`config.mk`:
```
export PLATFORM = sky130hd
export DESIGN_NAME = ctrl_hazard_sequencer_flat
export DESIGN_NICKNAME = d
export VERILOG_FILES = /design/src/rtl/ctrl_hazard_sequencer_if.sv /design/src/rtl/ctrl_hazard_sequencer.sv /design/src/flat_wrapper.sv
export SDC_FILE = /design/constraint.sdc
export NUM_CORES = 1
export LEC_CHECK = 0
export ABC_AREA = 1
export CORE_ASPECT_RATIO = 1.25
export CORE_MARGIN = 2
export CORE_UTILIZATION = 62
export DETAILED_ROUTE_END_ITERATION = 8
export DONT_BUFFER_PORTS = 1
export PLACE_DENSITY = 0.89
export SLEW_MARGIN = 10
export SYNTH_ARGS = -nofsm -noshare
export SYNTH_HDL_FRONTEND = slang
export SYNTH_SLANG_ARGS = --single-unit
```
`constraint.sdc`:
```
create_clock -name clk -period 2.6 [get_ports clk]
set_input_delay 0.52 -clock clk [delete_from_list [all_inputs] [get_ports clk]]
set_output_delay 0.52 -clock clk [all_outputs]
set_load 0.03 [all_outputs]
```
`src/rtl/ctrl_hazard_sequencer_if.sv`:
```
`default_nettype none
// ============================================================================
// Module  : ctrl_hazard_sequencer_if
// Brief   : Hazard inputs, resolve report, fetch/pipeline controls and status
//           of the control-hazard sequencer.
// Revision: 1.0 - initial release
// ============================================================================
interface ctrl_hazard_sequencer_if #(
    parameter int ADDR_W = 32,
    parameter int CNT_W  = 16
);
    logic              stall;
    logic              bubble;
    logic              resolve_valid;
    logic              resolve_taken;
    logic [ADDR_W-1:0] resolve_target;
    logic              pc_write_en;
    logic              pc_redirect_sel;
    logic [ADDR_W-1:0] pc_redirect;
    logic              ifId_write_en;
    logic              ifId_flush;
    logic              idEx_bubble;
    logic              busy;
    logic              timeout_err;
    logic              proto_err;
    logic [CNT_W-1:0]  bubble_cnt;
    logic [CNT_W-1:0]  ctrl_stall_cnt;

    // Hazard unit / branch resolver / pipeline side
    modport master (
        output stall, bubble, resolve_valid, resolve_taken, resolve_target,
        input  pc_write_en, pc_redirect_sel, pc_redirect, ifId_write_en,
               ifId_flush, idEx_bubble, busy, timeout_err, proto_err,
               bubble_cnt, ctrl_stall_cnt
    );

    // Sequencer side
    modport slave (
        input  stall, bubble, resolve_valid, resolve_taken, resolve_target,
        output pc_write_en, pc_redirect_sel, pc_redirect, ifId_write_en,
               ifId_flush, idEx_bubble, busy, timeout_err, proto_err,
               bubble_cnt, ctrl_stall_cnt
    );
endinterface
`default_nettype wire

```
`src/rtl/ctrl_hazard_sequencer.sv`:
```
`default_nettype none
// ============================================================================
// Module  : ctrl_hazard_sequencer
// Brief   : Holds fetch across load-use and control hazards, then steers the PC
//           to the resolved target or the sequential path.
// Revision: 1.0 - initial release
// ============================================================================
module ctrl_hazard_sequencer #(
    parameter int ADDR_W  = 32,
    parameter int CNT_W   = 16,
    parameter int TIMEOUT = 7
) (
    input  wire logic             clk,
    input  wire logic             rst_n,
    ctrl_hazard_sequencer_if.slave bus
);

    localparam logic [0:0]       c_RUN          = 1'b0;
    localparam logic [0:0]       c_CTRL_WAIT    = 1'b1;
    localparam logic [7:0]       c_TIMEOUT_LAST = 8'(TIMEOUT - 1);
    localparam logic [CNT_W-1:0] c_CNT_MAX      = {CNT_W{1'b1}};

    logic [0:0]       r_state;
    logic [0:0]       w_state_nxt;
    logic [7:0]       r_wait_cnt;
    logic [7:0]       w_wait_cnt_nxt;
    logic             r_timeout_err;
    logic             r_proto_err;
    logic [CNT_W-1:0] r_bubble_cnt;
    logic [CNT_W-1:0] r_ctrl_stall_cnt;

    logic w_pc_write_en;
    logic w_pc_redirect_sel;
    logic w_ifid_write_en;
    logic w_ifid_flush;
    logic w_idex_bubble;
    logic w_bubble_inc;
    logic w_ctrl_inc;
    logic w_timeout_set;
    logic w_proto_set;

    always_comb begin
        w_state_nxt       = r_state;
        w_wait_cnt_nxt    = r_wait_cnt;
        w_pc_write_en     = 1'b1;
        w_pc_redirect_sel = 1'b0;
        w_ifid_write_en   = 1'b1;
        w_ifid_flush      = 1'b0;
        w_idex_bubble     = 1'b0;
        w_bubble_inc      = 1'b0;
        w_ctrl_inc        = 1'b0;
        w_timeout_set     = 1'b0;
        w_proto_set       = 1'b0;

        case (r_state)
            c_RUN: begin
                w_proto_set = bus.resolve_valid;
                if (bus.bubble) begin
                    w_pc_write_en   = 1'b0;
                    w_ifid_write_en = 1'b0;
                    w_idex_bubble   = 1'b1;
                    w_bubble_inc    = 1'b1;
                end else if (bus.stall) begin
                    // Branch moves on to execute; fetch is held behind it
                    w_pc_write_en  = 1'b0;
                    w_ifid_flush   = 1'b1;
                    w_state_nxt    = c_CTRL_WAIT;
                    w_wait_cnt_nxt = 8'd0;
                end
            end
            c_CTRL_WAIT: begin
                w_ctrl_inc   = 1'b1;
                w_ifid_flush = 1'b1;
                if (bus.resolve_valid) begin
                    w_pc_redirect_sel = bus.resolve_taken;
                    w_state_nxt       = c_RUN;
                end else if (r_wait_cnt == c_TIMEOUT_LAST) begin
                    w_timeout_set = 1'b1;
                    w_state_nxt   = c_RUN;
                end else begin
                    w_pc_write_en  = 1'b0;
                    w_wait_cnt_nxt = r_wait_cnt + 8'd1;
                end
            end
            default: w_state_nxt = c_RUN;
        endcase

        // While reset is held the pipeline free-runs regardless of hazards
        if (!rst_n) begin
            w_pc_write_en     = 1'b1;
            w_pc_redirect_sel = 1'b0;
            w_ifid_write_en   = 1'b1;
            w_ifid_flush      = 1'b0;
            w_idex_bubble     = 1'b0;
        end
    end

    always_ff @(posedge clk or negedge rst_n) begin
        if (!rst_n) begin
            r_state          <= c_RUN;
            r_wait_cnt       <= 8'd0;
            r_timeout_err    <= 1'b0;
            r_proto_err      <= 1'b0;
            r_bubble_cnt     <= '0;
            r_ctrl_stall_cnt <= '0;
        end else begin
            r_state    <= w_state_nxt;
            r_wait_cnt <= w_wait_cnt_nxt;
            if (w_timeout_set) r_timeout_err <= 1'b1;
            if (w_proto_set)   r_proto_err   <= 1'b1;
            if (w_bubble_inc && (r_bubble_cnt != c_CNT_MAX))
                r_bubble_cnt <= r_bubble_cnt + 1'b1;
            if (w_ctrl_inc && (r_ctrl_stall_cnt != c_CNT_MAX))
                r_ctrl_stall_cnt <= r_ctrl_stall_cnt + 1'b1;
        end
    end

    assign bus.pc_write_en     = w_pc_write_en;
    assign bus.pc_redirect_sel = w_pc_redirect_sel;
    assign bus.pc_redirect     = bus.resolve_target;
    assign bus.ifId_write_en   = w_ifid_write_en;
    assign bus.ifId_flush      = w_ifid_flush;
    assign bus.idEx_bubble     = w_idex_bubble;
    assign bus.busy            = (r_state == c_CTRL_WAIT);
    assign bus.timeout_err     = r_timeout_err;
    assign bus.proto_err       = r_proto_err;
    assign bus.bubble_cnt      = r_bubble_cnt;
    assign bus.ctrl_stall_cnt  = r_ctrl_stall_cnt;

endmodule
`default_nettype wire
```
`src/flat_wrapper.sv`:
```
// flat-port wrapper written by rule: the top's interface ports become plain ports
module ctrl_hazard_sequencer_flat 
#(
    parameter int ADDR_W  = 32,
    parameter int CNT_W   = 16,
    parameter int TIMEOUT = 7
)
  (clk, rst_n, bus_stall, bus_bubble, bus_resolve_valid, bus_resolve_taken, bus_resolve_target, bus_pc_write_en, bus_pc_redirect_sel, bus_pc_redirect, bus_ifId_write_en, bus_ifId_flush, bus_idEx_bubble, bus_busy, bus_timeout_err, bus_proto_err, bus_bubble_cnt, bus_ctrl_stall_cnt);
  ctrl_hazard_sequencer_if #(.ADDR_W(ADDR_W), .CNT_W(CNT_W)) bus_i ();
  input  wire logic clk;
  input  wire logic rst_n;
  input wire logic [$bits(bus_i.stall)-1:0] bus_stall;
  input wire logic [$bits(bus_i.bubble)-1:0] bus_bubble;
  input wire logic [$bits(bus_i.resolve_valid)-1:0] bus_resolve_valid;
  input wire logic [$bits(bus_i.resolve_taken)-1:0] bus_resolve_taken;
  input wire logic [$bits(bus_i.resolve_target)-1:0] bus_resolve_target;
  output wire logic [$bits(bus_i.pc_write_en)-1:0] bus_pc_write_en;
  output wire logic [$bits(bus_i.pc_redirect_sel)-1:0] bus_pc_redirect_sel;
  output wire logic [$bits(bus_i.pc_redirect)-1:0] bus_pc_redirect;
  output wire logic [$bits(bus_i.ifId_write_en)-1:0] bus_ifId_write_en;
  output wire logic [$bits(bus_i.ifId_flush)-1:0] bus_ifId_flush;
  output wire logic [$bits(bus_i.idEx_bubble)-1:0] bus_idEx_bubble;
  output wire logic [$bits(bus_i.busy)-1:0] bus_busy;
  output wire logic [$bits(bus_i.timeout_err)-1:0] bus_timeout_err;
  output wire logic [$bits(bus_i.proto_err)-1:0] bus_proto_err;
  output wire logic [$bits(bus_i.bubble_cnt)-1:0] bus_bubble_cnt;
  output wire logic [$bits(bus_i.ctrl_stall_cnt)-1:0] bus_ctrl_stall_cnt;
  assign bus_i.stall = bus_stall;
  assign bus_i.bubble = bus_bubble;
  assign bus_i.resolve_valid = bus_resolve_valid;
  assign bus_i.resolve_taken = bus_resolve_taken;
  assign bus_i.resolve_target = bus_resolve_target;
  assign bus_pc_write_en = bus_i.pc_write_en;
  assign bus_pc_redirect_sel = bus_i.pc_redirect_sel;
  assign bus_pc_redirect = bus_i.pc_redirect;
  assign bus_ifId_write_en = bus_i.ifId_write_en;
  assign bus_ifId_flush = bus_i.ifId_flush;
  assign bus_idEx_bubble = bus_i.idEx_bubble;
  assign bus_busy = bus_i.busy;
  assign bus_timeout_err = bus_i.timeout_err;
  assign bus_proto_err = bus_i.proto_err;
  assign bus_bubble_cnt = bus_i.bubble_cnt;
  assign bus_ctrl_stall_cnt = bus_i.ctrl_stall_cnt;
  ctrl_hazard_sequencer #(.ADDR_W(ADDR_W), .CNT_W(CNT_W), .TIMEOUT(TIMEOUT)) u_core (.clk(clk), .rst_n(rst_n), .bus(bus_i));
endmodule
```
# After elaboration in Yosys (flattened, before gate mapping)
# Index checks and enable logic that the tools add are counted.
[totals] reg_bits=43 ram_bits=0 elab_cells=51 inputBits=38 n_memories=0 latchBits=0 output_inout_bits=72 rom_bits=0
[classes] mux=31 mul=0 bitwise_logic=1 n_shift=0 n_eq_ne=7 n_div=0 addsub=3 reduce_logical=3 magnitude_cmp=0
[ops] op="$add 16x1->16 const B" n=2
[ops] op="$mux 8" n=4
[ops] op="$ne 16x16->1 const B" n=2
[ops] op="$mux 1" n=23
[ops] op="$pmux 8 s2" n=1
[ops] op="$add 8x1->8 const B" n=1
[ops] op="$eq 8x3->1 const B" n=1
[ops] op="$ne 2x2->1 const B" n=4
[ops] op="$pmux 1 s2" n=3
[ops] op="$reduce_and 4->1" n=1
[ops] op="$logic_and 1x1->1" n=2
[ops] op="$not 1->1" n=1

# Depth between registers and ports, before layout
# Gate-level depths: netlist of the first run.
[depth] word_depth=5 mapped_depth=9 mapped_depth_nobuf=9

# Worst setup path before layout of the first run
# OpenSTA, ideal clock, no wires.
[synth_timing] path_kind="flip-flop to output port" startpoint="reg u_core.r_state (netlist: u_core.bus.busy)" endpoint="out bus_ifId_write_en" required_time_ns=2.080 path_slack_ns=0.526 path_buffers=0 path_stages_with_launch=5 arrival_ns=1.554 cell_sequence="dfrtp_1 -> inv_2 -> nand2_1 -> nor2_1 -> inv_1"
[synth_via] elab_chain_cells=2
[synth_rtl] element="start, declared" line_no="ctrl_hazard_sequencer.sv:23" text="logic [0:0] r_state;"
[synth_rtl] element="start signal, assigned" line_no="ctrl_hazard_sequencer.sv:100" text="r_state <= c_RUN;"
[synth_rtl] element="start signal, assigned" line_no="ctrl_hazard_sequencer.sv:107" text="r_state <= w_state_nxt;"
[synth_rtl] element="$mux 1" line_no="ctrl_hazard_sequencer.sv:55" text="case (r_state)"
[synth_rtl] element="$mux 1" line_no="ctrl_hazard_sequencer.sv:89" text="if (!rst_n) begin"
[synth_rtl] element="end, declared" line_no="flat_wrapper.sv:20" text="output wire logic [$bits(bus_i.ifId_write_en)-1:0] bus_ifId_write_en;"
# No other way between the ends.

# Final worst setup path of the first run
[layout_timing] startpoint="reg u_core.r_wait_cnt[0]" endpoint="out bus_pc_write_en"
[layout_via] elab_chain_cells=5
[layout_rtl] element="start, declared" line_no="ctrl_hazard_sequencer.sv:25" text="logic [7:0] r_wait_cnt;"
[layout_rtl] element="start signal, assigned" line_no="ctrl_hazard_sequencer.sv:108" text="r_wait_cnt <= w_wait_cnt_nxt;"
[layout_rtl] element="$eq 8x3->1" line_no="ctrl_hazard_sequencer.sv:77" text="end else if (r_wait_cnt == c_TIMEOUT_LAST) begin"
[layout_rtl] element="$mux 1" line_no="ctrl_hazard_sequencer.sv:77"
[layout_rtl] element="$mux 1" line_no="ctrl_hazard_sequencer.sv:74" text="if (bus.resolve_valid) begin"
[layout_rtl] element="$pmux 1 s2" line_no="ctrl_hazard_sequencer.sv:55"
[layout_rtl] element="$mux 1" line_no="ctrl_hazard_sequencer.sv:89"
[layout_rtl] element="end, declared" line_no="flat_wrapper.sv:17" text="output wire logic [$bits(bus_i.pc_write_en)-1:0] bus_pc_write_en;"
# No other way between the ends.

==> results of run 1 <==
==> final cells by class <==
class | instances | area [um^2] | share of cell area
Tap cell | 58 | 72.57 | 0.02529
Sequential cell | 43 | 1076 | 0.3751
Clock inverter | 1 | 5.005 | 0.001744
Multi-Input combinational cell | 303 | 1455 | 0.5072
Inverter | 34 | 127.6 | 0.04448
Clock buffer | 6 | 82.58 | 0.02878
Timing Repair Buffer | 5 | 50.05 | 0.01744
==> through the flow <==
stage          hold slack [ps]  setup WS, ps  instance area [um^2]  total power, uW  cells
2_1_floorplan            224.4         526.3                  2927             1473    415
3_3_place_gp             225.8         454.6                  2761             1463    442
3_5_place_dp             225.7         366.4                  2761             1480    442
4_1_cts                  67.17         263.6                  2869             1932    450
5_1_grt                  68.39         140.3                  2869             2022    450
6_report                 59.16         269.7                  2869             1909    450
==> registers in the layout (all words and copies together), names as in the netlist <==
register	flops
u_core.bus.bubble_cnt	16
u_core.bus.busy	1
u_core.bus.ctrl_stall_cnt	16
u_core.bus.proto_err	1
u_core.bus.timeout_err	1
u_core.r_wait_cnt	8
==> cell families after synthesis <==
family / after synthesis / synth area share
AND/OR/NAND/NOR: 264 / 0.3916
buffers and inverters: 69 / 0.1351
flip-flops: 43 / 0.3677
AO/OA/AOI/OAI: 26 / 0.06157
XOR/XNOR: 9 / 0.02694
adder cells (fa/ha/maj): 4 / 0.01710
==> timing repair <==
action	4_1_cts	5_1_grt
endpoints found under the hold margin	43	0
buffers inserted	0	0
hold buffers	1	0
==> cells in the final DEF, fill, tap and decap left out, drive strengths merged, types with 2 or more instances in the layout <==
cell type  count
nand3         32
dfrtp         43
clkbuf         6
nand4         10
nand2        152
inv           34
a21oi          4
nor2          62
ha             4
nand3b         4
xnor2          7
nor3           3
buf            5
xor2           2
o21ai         19
==> power groups by stage <==
stage,Sequential (uW),Combinational (uW),Clock (uW)
2_1_floorplan,1080,397,0
3_3_place_gp,1110,352,0
3_5_place_dp,1120,363,0
4_1_cts,1100,383,446
5_1_grt,1120,434,467
6_report,1100,378,430
==> path summary, 6_finish.rpt <==
kind	slack, ps	depth (start not counted)	startpoint	to
max	270	7	u_core.r_wait_cnt[0]	bus_pc_write_en
min	60	1	rst_n	u_core.r_wait_cnt[7]
max reg2reg	350	8	u_core.bus.ctrl_stall_cnt[0]	u_core.bus.ctrl_stall_cnt[9]
min reg2reg	560	2	u_core.r_wait_cnt[3]	u_core.r_wait_cnt[3]
max in group asynchronous	2330	1	rst_n	u_core.bus.bubble_cnt[0]
min in group clk	340	1	bus_resolve_valid	u_core.bus.proto_err
==> critical path, delay by kind of cell (launching register included) <==
kind                       cells  cell delay (ps)
adders and majority gates      1              140
buffers and inverters          1               90
DFF                            1              440
and+or+nand+nor                5              850
==> layer usage <==
layer | global-route usage | vias up | routed length (um)
met2 | 0.4235 | 92 | 2977
met4 | 0.1104 | 0 | 106
met3 | 0.06925 | 15 | 463
met1 | 0.2595 | 1159 | 2345
met5 | 0 | - | 0
li1 | - | 1231 | -
==> results.md, run 1 <==
| Stage | Metric | Reported |
| --- | --- | --- |
| run status | Outcome | finished, final reports clean |
| place | RePlAce Congestion | 0.8844 |
| sta | Clock period minus final worst setup slack | 2330 ps |
| pwr | Net switching power | 799.4 uW |
| synth | Post-Syn Area | 2927 um^2 |
| route | Wire length after detailed routing | 5893 um |
| synth | Gate count of the mapped netlist | 415 |
| pwr | Fraction of power consumed by sequential logic | 0.577 |
| sta | Number of hold violations in the final report | 0 |
| synth | Most used standard cells in the synthesized netlist | sky130_fd_sc_hd__nand2_1 (144), sky130_fd_sc_hd__nor2_1 (55), sky130_fd_sc_hd__dfrtp_1 (43) |
| synth | Main area contributors after synthesis | sky130_fd_sc_hd__dfrtp_1 (37%), sky130_fd_sc_hd__nand2_1 (18%), sky130_fd_sc_hd__buf_4 (8.2%), sky130_fd_sc_hd__nor2_1 (7.1%), sky130_fd_sc_hd__nand3_1 (5.5%) |
| setup path | Path type of the worst setup path | reg2out |
| synth | Async SR Flop Fraction | 1.000 |
| synth | Sequential share of the synthesized area | 0.3677 |
| route | DRT iter0 DRCs | 153 |
| setup path | Slowest stage cell on the critical path | sky130_fd_sc_hd__dfrtp_1 |
| pwr | Switching share of total power | 0.4188 |
| clocking | Worst-skew pair later-pin latency | 290 ps |
| setup path | Largest stage delay on the critical path | 440 ps |
| setup path | Crit path launch type | flop |
| sta | Relative slew margins | 0.3531 |
| global routing | Antenna violations before repair | 0 |
| sta | Highest clock rate | 0.4291 GHz |
| clocking | Max clock buf depth | 2 |
| place | Port Buf Inserts | 0 |
| global routing | Pin count of the biggest net entering global routing | 44 |
| clocking | Clock root buffer | sky130_fd_sc_hd__clkbuf_8 |
| synth | Proportion of netlist area held by the largest area contributor | 0.3677 |
| cells and area | Proportion of layout cells with a drive suffix above 1 | 0.1046 |
| floorplanning | Core Area | 4459 um^2 |
| sta | RSZ-0062 raised after global routing | false |
| clocking | Clock-pin slew of the registers on the worst-case setup and hold paths | 80 ps |
| synth | Total nets after synthesis | 457 |
| synth | Number of synthesized register bits | 43 |
| pwr | Internal power of the cells | 1109 uW |
| route | Vias | 2,497 |
| cells and area | Number of nets in the finished design | 434 |
| route | Via-per-instance ratio | 5.549 |
| pwr | Clock Power Share | 0.225 |
| setup path | Top cell by count, worst path | sky130_fd_sc_hd__nand2_1 |
| pwr | Reported leakage power | 0.001287 uW |
| synth | Number of distinct library cells after synthesis | 26 |
| setup path | Ordered cell list for the critical path | inv_1 -> ha_1 -> nor3b_1 -> nand2_1 -> nand2_2 -> nand2_1 -> nand2_1 |
| clocking | TritonCTS clock tree | built |
| synth | Most common cell in the netlist | sky130_fd_sc_hd__nand2_1 |
| floorplanning | Starting density of the core | 0.6563 |
| pwr | PwrDens | 665.3 nW/um^2 |
| cells and area | Fill cell total of the finished layout | 394 |
| synth | Synthesized area per cell | 7.052 um^2 |
| cells and area | Antenna diodes | 0 |
| floorplanning | Count of standard-cell rows | 27 |
| floorplanning | Top-level port count | 110 |
| floorplanning | Height of the die | 80.82 um |
| synth | Synthesis warning total | 0 |
| clocking | Sinks on the clock net | 43 |
| route | DR DRC count | 0 |
| flow run | Max-cap violation count | 0 |
| cells and area | Syn-to-layout area delta | -1.967% |
| floorplanning | Horiz. Die Dim | 65.45 um |
| synth | Count of flip-flops with a built-in enable after synthesis | 0 |
| sta | Final setup skew | 8.295 ps |
| synth | Post-synthesis cell type with the largest combined area | sky130_fd_sc_hd__dfrtp_1 |
| setup path | Worst endpoint required time | 2080 ps |
| cells and area | Share of the core filled with cells in the final layout | 0.6434 |
| clocking | Number of buffers inserted during clock tree synthesis | 5 |
| setup path | Largest fanout of any net on the critical path | 10 |
| floorplanning | DIE AREA | 5289 um^2 |
| sta | Ratio of final minimum period to clock period | 0.8963 |
| global routing | GR Overflow Total | 0 |
| route | First-pass DRT Iterations | 4 |
| clocking | Level count of the clock H-tree | 2 |
| global routing | Wire length of the first global-routing pass | 10,010 um |
| min path | Class of the most critical hold timing path | in2async |
| global routing | Via count of the first global-routing pass | 2,364 |
| sta | Sum of negative setup slack | 0 ps |
| synth | Most frequently used flop master after synthesis | sky130_fd_sc_hd__dfrtp_1 |
| global routing | Overall fraction of global-route tracks in use | 0.2379 |
| pwr | Maximum vdd drop | 0.5878 mV |
| route | Number of routed nets with antenna violations | 0 |
| pwr | Relative contribution of combinational cells to total power | 0.198 |
| place | DPL Wire Length | 4349 um |
| setup path | Nature of the critical path endpoint | output port |
| sta | Finish-stage setup viols | 0 |
| setup path | Worst endpoint data arrival time | 1810 ps |
| route | WL/cell | 13.10 um |
| clocking | Number of resized instances in the post-cts repair step | 0 |
| sta | Worst-margin pin slew | 966.8 ps |
| sta | Max Transition Viols Final | 0 |
Power figures use the tool's default switching activity.
==> run 2: changes to the inputs <==
- CTS_CLUSTER_SIZE: not set -> 16
==> results of run 2 <==
Final layout, timing and power as in run 1 (identical DEF).
==> run 3: changes to the inputs <==
- ABC_CLOCK_PERIOD_IN_PS: not set -> 2600
==> results of run 3 <==
Final layout, timing and power as in run 1 (identical DEF).
